### config.mk
export PLATFORM = sky130hd
export DESIGN_NAME = sync_meas_ctrl_flat
export DESIGN_NICKNAME = d
export VERILOG_FILES = /design/src/rtl/sync_meas_if.sv /design/src/rtl/sync_meas_ctrl.sv /design/src/flat_wrapper.sv
export SDC_FILE = /design/constraint.sdc
export NUM_CORES = 1
export LEC_CHECK = 0
export CORE_AREA = 2 2 201 203
export CTS_BUF_LIST = sky130_fd_sc_hd__clkbuf_4
export CTS_CLUSTER_DIAMETER = 100
export DETAILED_ROUTE_END_ITERATION = 16
export DIE_AREA = 0 0 203 205
export HOLD_SLACK_MARGIN = 0.02
export PLACE_DENSITY_LB_ADDON = 0.12
export SYNTH_ARGS = -nofsm -noshare
export SYNTH_HDL_FRONTEND = slang
export SYNTH_SLANG_ARGS = --single-unit
### constraint.sdc
create_clock -name clk -period 3.1 [get_ports clk]
set_input_delay 0.465 -clock clk [delete_from_list [all_inputs] [get_ports clk]]
set_output_delay 0.465 -clock clk [all_outputs]
set_load 0.005 [all_outputs]
### src/rtl/sync_meas_if.sv
// sync_meas_if: result handoff bundle of sync_meas_ctrl.
// master = result producer, slave = host-side consumer.
interface sync_meas_if;
  logic [31:0] res_min0;
  logic [31:0] res_min1;
  logic [31:0] res_min2;
  logic [31:0] res_max0;
  logic [31:0] res_max1;
  logic [31:0] res_max2;
  logic [2:0]  res_fault;
  logic [2:0]  res_miss;
  logic        res_valid;
  logic        res_ready;

  modport master (
    output res_min0, res_min1, res_min2,
    output res_max0, res_max1, res_max2,
    output res_fault, res_miss, res_valid,
    input  res_ready
  );

  modport slave (
    input  res_min0, res_min1, res_min2,
    input  res_max0, res_max1, res_max2,
    input  res_fault, res_miss, res_valid,
    output res_ready
  );
endinterface

### src/rtl/sync_meas_ctrl.sv
// sync_meas_ctrl: window sequencer for the sync-interval counter.
// Optional sticky fault flags: define SYNC_MEAS_STICKY_EN.
module sync_meas_ctrl #(
  parameter int unsigned WIN_CYC    = 48_000_000,
  parameter int unsigned CLR_CYC    = 2,
  parameter int unsigned SETTLE_CYC = 4,
  parameter int unsigned TOL        = 16,
  parameter int unsigned WCNT_W     = 16
) (
  input  logic              clk,
  input  logic              rst,
  input  logic              start,
  input  logic              cont,
  input  logic              abort,
  output logic              meas_clr_n,
  input  logic [31:0]       min0,
  input  logic [31:0]       min1,
  input  logic [31:0]       min2,
  input  logic [31:0]       max0,
  input  logic [31:0]       max1,
  input  logic [31:0]       max2,
  input  logic [31:0]       exp0,
  input  logic [31:0]       exp1,
  input  logic [31:0]       exp2,
  sync_meas_if.master       res,
  output logic              busy,
  output logic [WCNT_W-1:0] win_cnt,
  input  logic              clr_sticky,
  output logic [2:0]        fault_sticky
);

  typedef enum logic [2:0] {
    IDLE,
    CLR,
    SETTLE,
    RUN,
    CAPTURE,
    REPORT
  } state_t;

  localparam logic [31:0] CLR_LD = 32'(CLR_CYC - 1);
  localparam logic [31:0] SET_LD =
    (SETTLE_CYC == 0) ? 32'd0 : 32'(SETTLE_CYC - 1);
  localparam logic [31:0] WIN_LD = 32'(WIN_CYC - 1);
  localparam bit NO_SETTLE = (SETTLE_CYC == 0);

  state_t      state;
  logic [31:0] cnt;
  logic [2:0]  miss_c;
  logic [2:0]  fault_c;

  // Upper bound kept in 33 bits, lower bound floors at zero.
  function automatic logic out_tol(
    input logic [31:0] mn,
    input logic [31:0] mx,
    input logic [31:0] ex
  );
    logic [32:0] hi;
    logic [31:0] lo;
    hi = {1'b0, ex} + 33'(TOL);
    lo = (ex < 32'(TOL)) ? 32'd0 : ex - 32'(TOL);
    return ({1'b0, mx} > hi) || (mn < lo);
  endfunction

  // Per-channel verdict on the live counter values.
  always_comb begin
    miss_c     = '0;
    fault_c    = '0;
    miss_c[0]  = (max0 == 32'd0);
    miss_c[1]  = (max1 == 32'd0);
    miss_c[2]  = (max2 == 32'd0);
    fault_c[0] = !miss_c[0] && out_tol(min0, max0, exp0);
    fault_c[1] = !miss_c[1] && out_tol(min1, max1, exp1);
    fault_c[2] = !miss_c[2] && out_tol(min2, max2, exp2);
  end

  // Window sequencer; abort overrides every state.
  always_ff @(posedge clk or negedge rst) begin
    if (!rst) begin
      state         <= IDLE;
      cnt           <= '0;
      meas_clr_n    <= 1'b1;
      busy          <= 1'b0;
      win_cnt       <= '0;
      res.res_min0  <= '0;
      res.res_min1  <= '0;
      res.res_min2  <= '0;
      res.res_max0  <= '0;
      res.res_max1  <= '0;
      res.res_max2  <= '0;
      res.res_fault <= '0;
      res.res_miss  <= '0;
      res.res_valid <= 1'b0;
    end else if (abort) begin
      state         <= IDLE;
      cnt           <= '0;
      meas_clr_n    <= 1'b1;
      busy          <= 1'b0;
      res.res_valid <= 1'b0;
    end else begin
      unique case (state)
        IDLE: begin
          if (start) begin
            state      <= CLR;
            cnt        <= CLR_LD;
            meas_clr_n <= 1'b0;
            busy       <= 1'b1;
          end
        end
        CLR: begin
          if (cnt == 32'd0) begin
            meas_clr_n <= 1'b1;
            if (NO_SETTLE) begin
              state <= RUN;
              cnt   <= WIN_LD;
            end else begin
              state <= SETTLE;
              cnt   <= SET_LD;
            end
          end else begin
            cnt <= cnt - 32'd1;
          end
        end
        SETTLE: begin
          if (cnt == 32'd0) begin
            state <= RUN;
            cnt   <= WIN_LD;
          end else begin
            cnt <= cnt - 32'd1;
          end
        end
        RUN: begin
          if (cnt == 32'd0) begin
            state <= CAPTURE;
          end else begin
            cnt <= cnt - 32'd1;
          end
        end
        CAPTURE: begin
          res.res_min0  <= min0;
          res.res_min1  <= min1;
          res.res_min2  <= min2;
          res.res_max0  <= max0;
          res.res_max1  <= max1;
          res.res_max2  <= max2;
          res.res_fault <= fault_c;
          res.res_miss  <= miss_c;
          res.res_valid <= 1'b1;
          win_cnt       <= win_cnt + 1'b1;
          state         <= REPORT;
        end
        REPORT: begin
          if (res.res_ready) begin
            res.res_valid <= 1'b0;
            if (cont) begin
              state      <= CLR;
              cnt        <= CLR_LD;
              meas_clr_n <= 1'b0;
            end else begin
              state <= IDLE;
              busy  <= 1'b0;
            end
          end
        end
        default: begin
          state      <= IDLE;
          meas_clr_n <= 1'b1;
          busy       <= 1'b0;
        end
      endcase
    end
  end

`ifdef SYNC_MEAS_STICKY_EN
  // Accumulate fault/miss per channel; a fresh set beats a clear.
  always_ff @(posedge clk or negedge rst) begin
    if (!rst) begin
      fault_sticky <= '0;
    end else if (state == CAPTURE && !abort) begin
      fault_sticky <= (clr_sticky ? 3'b000 : fault_sticky)
                    | fault_c | miss_c;
    end else if (clr_sticky) begin
      fault_sticky <= '0;
    end
  end
`else
  logic unused_clr_sticky;

  assign unused_clr_sticky = clr_sticky;
  assign fault_sticky      = '0;
`endif

endmodule

### src/flat_wrapper.sv
// flat-port wrapper written by rule: the top's interface ports become plain ports
module sync_meas_ctrl_flat 
#(
  parameter int unsigned WIN_CYC    = 48_000_000,
  parameter int unsigned CLR_CYC    = 2,
  parameter int unsigned SETTLE_CYC = 4,
  parameter int unsigned TOL        = 16,
  parameter int unsigned WCNT_W     = 16
)
  (clk, rst, start, cont, abort, meas_clr_n, min0, min1, min2, max0, max1, max2, exp0, exp1, exp2, busy, win_cnt, clr_sticky, fault_sticky, res_res_min0, res_res_min1, res_res_min2, res_res_max0, res_res_max1, res_res_max2, res_res_fault, res_res_miss, res_res_valid, res_res_ready);
  sync_meas_if res_i ();
  input  logic clk;
  input  logic rst;
  input  logic start;
  input  logic cont;
  input  logic abort;
  output logic meas_clr_n;
  input  logic [31:0] min0;
  input  logic [31:0] min1;
  input  logic [31:0] min2;
  input  logic [31:0] max0;
  input  logic [31:0] max1;
  input  logic [31:0] max2;
  input  logic [31:0] exp0;
  input  logic [31:0] exp1;
  input  logic [31:0] exp2;
  output logic busy;
  output logic [WCNT_W-1:0] win_cnt;
  input  logic clr_sticky;
  output logic [2:0] fault_sticky;
  output wire logic [$bits(res_i.res_min0)-1:0] res_res_min0;
  output wire logic [$bits(res_i.res_min1)-1:0] res_res_min1;
  output wire logic [$bits(res_i.res_min2)-1:0] res_res_min2;
  output wire logic [$bits(res_i.res_max0)-1:0] res_res_max0;
  output wire logic [$bits(res_i.res_max1)-1:0] res_res_max1;
  output wire logic [$bits(res_i.res_max2)-1:0] res_res_max2;
  output wire logic [$bits(res_i.res_fault)-1:0] res_res_fault;
  output wire logic [$bits(res_i.res_miss)-1:0] res_res_miss;
  output wire logic [$bits(res_i.res_valid)-1:0] res_res_valid;
  input wire logic [$bits(res_i.res_ready)-1:0] res_res_ready;
  assign res_res_min0 = res_i.res_min0;
  assign res_res_min1 = res_i.res_min1;
  assign res_res_min2 = res_i.res_min2;
  assign res_res_max0 = res_i.res_max0;
  assign res_res_max1 = res_i.res_max1;
  assign res_res_max2 = res_i.res_max2;
  assign res_res_fault = res_i.res_fault;
  assign res_res_miss = res_i.res_miss;
  assign res_res_valid = res_i.res_valid;
  assign res_i.res_ready = res_res_ready;
  sync_meas_ctrl #(.WIN_CYC(WIN_CYC), .CLR_CYC(CLR_CYC), .SETTLE_CYC(SETTLE_CYC), .TOL(TOL), .WCNT_W(WCNT_W)) u_core (.clk(clk), .rst(rst), .start(start), .cont(cont), .abort(abort), .meas_clr_n(meas_clr_n), .min0(min0), .min1(min1), .min2(min2), .max0(max0), .max1(max1), .max2(max2), .exp0(exp0), .exp1(exp1), .exp2(exp2), .res(res_i), .busy(busy), .win_cnt(win_cnt), .clr_sticky(clr_sticky), .fault_sticky(fault_sticky));
endmodule
==> results.yml <==
timing:
  fmax_mhz: 321
  setup_ws_ps: -18.1
  relSlewSlack_pct: 48.7
  final.setup.tns_ps: -18.1
  worst_slew_pin_slew_ps: 766
  drv_slew: 0
  period_share_pct: 101
  rsz0062_at_grt: "yes"
  hold_violations: 0
  finalClockSkew_ps: 27.3
  setup_violations: 1
  hold_ws_ps: 231
  min_period_ps: 3120
floorplan:
  die_w_um: 203
  dieArea_mm2: 0.0416
  ioPinCount: 515
  start_util_pct: 46.6
  core_mm2: 0.0394
  rows: 73
  fp.dieH_um: 205
critical_path:
  crit_type: "input pin to register"
  crit_start: "exp1[5]"
  r2r_cells: 6
  crit_chain: "buf_6, or4_4, or3_4, or4b_4, or3_4, xnor2_2, nand2_2, ha_4, nand4_1, nor4_2, nand2_1, a31oi_1, o311a_1, o22ai_2"
  path_depth: 14
  crit_required_ps: 3750
  cpMostUsedCell: "or3_4"
  crit_family: "simple AND/OR/NAND/NOR gates"
  end_kind: "register"
  worst_path_max_delay_cell: "or4_4"
  cpPeakStageDelay_ps: 520
  critPathMaxFanout: 3
  worstSetupStartpointType: "input pin"
  regToRegStartpoint: "u_core.cnt[23]"
  critPathArrivalTime_ps: 3770
  critPathBufInv: 1
global_route:
  antenna_found_initial: 15
  grt_pass1_vias: 19774
  grt_start_max_net_pins: 92
  grt_util_all_layers_pct: 32.6
  grt_pass1_wl_um: 106000
  overflow: 0
placed_design:
  hpwlAfterDp_um: 55000
  io_buffer_count: 510
  gp_congestion: 0.958
  dp.cells: 3490
  place_ws_ps: -1190
synth:
  synthSimpleGateAreaFrac_pct: 31.5
  synth_mux_area_share_pct: 0.498
  ys.warnings.count: 0
  synth-adder-area-share_pct: 13.5
  synth_top_family_by_area: "simple AND/OR/NAND/NOR gates"
  synthCells: 2310
  syn_avg_cell_area_um2: 7.95
  async_flop_share_pct: 100
  synthXorXnorAreaFrac_pct: 7.35
  synth-compound-area-share_pct: 9.19
  synth.distinct_cells: 78
  synth_area_mm2: 0.0184
  yosysSeqAreaShare_pct: 34.4
  dominantRegCellSynth: "dfrtp_1"
  synth_seq_cells: 252
  synth_edf_count: 0
clock_network:
  cts_tree: "yes"
  clk_path_buf_depth: 3
  h-tree-depth: 3
  cts_root_buf: "clkbuf_4"
  clkTransAtPathRegs_ps: 70
  numCtsBuffers: 73
  clock_latency_ps: 790
  clock_sinks: 252
finish:
  final-seq-area_mm2: 0.00631
  multiInputGateArea_mm2: 0.0118
  fillers: 3253
  drive_gt1_share_pct: 16.3
  syn2layout_area_growth_pct: 48.4
  final_util_pct: 69.2
  fin_nets: 3556
  post_layout_nonfiller_instances: 3652
detailed_routing:
  post_drt_wl_per_cell_um: 19.1
  dr.pass1.iters: 7
  ant_nets: 0
  drc: 0
  via_per_inst: 5.47
  finalWirelength_um: 69700
  vias: 19977
  drtIter0Drc: 1184
worst_hold_path:
  hp-class: "input pin to asynchronous set/reset pin"
power_and_ir_drop:
  p_sw_share_pct: 38.0
  p_per_area_mw_per_mm2: 507
  p_leak_nw: 13.4
  power_frac_seq_pct: 33.0
  power_frac_clock_pct: 23.1
  vdd_drop_max_uv: 377
  combPwrFrac_pct: 43.9
  internal_power_w: 0.00856
  switching_power_w: 0.00525
job:
  cap_violations: 0
run_status:
  violations: "setup timing"
  outcome: "finished with violations"
[per-stage QoR]
| step | instance area (um^2) | total power (W) |
|---|---|---|
| 2_1_floorplan | 18500 | 0.00762 |
| 3_3_place_gp | 25800 | 0.0104 |
| 3_5_place_dp | 25800 | 0.0105 |
| 4_1_cts | 26800 | 0.0138 |
| 5_1_grt | 27200 | 0.0148 |
| 6_report | 27200 | 0.0138 |
[cell usage after synthesis (9+ instances only)]
cell      instances  area, um^2
nand4_1          79         494
and2_1            9        56.3
or4_1            14         105
ha_1            198        2480
buf_2            13        65.1
xnor2_1          76         666
nor3_1           52         260
xor2_1           78         683
inv_1            45         169
and3_1           23         144
nand2b_1          9        56.3
o21ai_0          52         260
a21oi_1          92         460
nor4_1           65         407
dfrtp_1         251        6280
or3_1            18         113
a211oi_1          9        67.6
nor2b_1          14        87.6
nor2_1          116         435
a21o_1           29         218
nand2_1         760        2850
and4_1           13         114
clkbuf_1         95         357
nand3_1          52         260
[state kept, by name, summed over array words and instances, names as in the netlist, 16 cells and up]
register / count
u_core.res.res_max2: 32
u_core.res.res_min0: 32
u_core.res.res_max1: 32
u_core.res.res_max0: 32
u_core.res.res_min2: 32
u_core.res.res_min1: 32
u_core.cnt: 32
u_core.win_cnt: 16
[power groups by stage]
stage                     combinational, W  sequential [W]  clock [W]
after floorplan                    0.00307         0.00455          0
after global placement             0.00582         0.00456          0
after detailed placement           0.00596         0.00458          0
after CTS                          0.00600         0.00454    0.00329
after global routing               0.00668         0.00465    0.00348
final                              0.00607         0.00456    0.00318
[worst paths after layout]
check / end / slack (ps)
min in group clk: u_core.res.res_min2[10] / 260
max in group asynchronous: u_core.res.res_max0[11] / 2040
hold reg to reg: u_core.res.res_min2[29] / 470
setup reg to reg: u_core.cnt[3] / 260
hold / removal: u_core.res.res_max2[15] / 230
setup / recovery: u_core.res.res_fault[1] / -20
[per-layer routing]
layer	share of wire [%]	GRT usage, %	wire (um)
met1	40	38.8	27700
met2	49	56.7	34100
met3	7.5	7.86	5230
met4	3.7	13.2	2550
met5	0.056	0	39
[layout by cell type, fill, tap and decap left out, types with 14 or more instances in the layout]
cell type        count
a21o_1              29
a21oi_1             89
and3_1              23
buf_4              276
clkbuf_4            96
clkdlybuf4s50_1    463
clkinv_1            15
dfrtp_1            251
dlymetal6s2s_1      19
ha_1               194
inv_1               41
nand2_1            754
nand3_1             52
nand4_1             79
nor2_1             108
nor2b_1             14
nor3_1              48
nor4_1              52
o21ai_0             49
xnor2_1             75
xor2_1              78
[logic make-up after synthesis]
| family | after synthesis |
|---|---|
| flops | 252 |
| xor+xnor | 154 |
| fa+ha+maj | 198 |
| simple gates | 1266 |
| compound gates | 264 |
| other cells | 1 |
| buf+inv | 166 |
| mux | 9 |
[layout make-up]
type / count / area share [%]
clock inverter: 30 / 0.634
clock buffer: 96 / 2.65
inverter: 45 / 0.648
sequential: 252 / 23.1
antenna: 13 / 0.119
multi-input combinational: 1894 / 43.4
tap: 525 / 2.41
timing repair buffer: 797 / 27.0
[what timing repair did]
item / CTS / global route
pin swaps: 36 / 59
gates resized for setup: 73 / 97
endpoints found under the hold margin: 57 / 0
setup endpoints to repair: 3 / 3
hold buffers: 1 / 0
setup buffers: 13 / 9
Power figures use the tool's default switching activity.
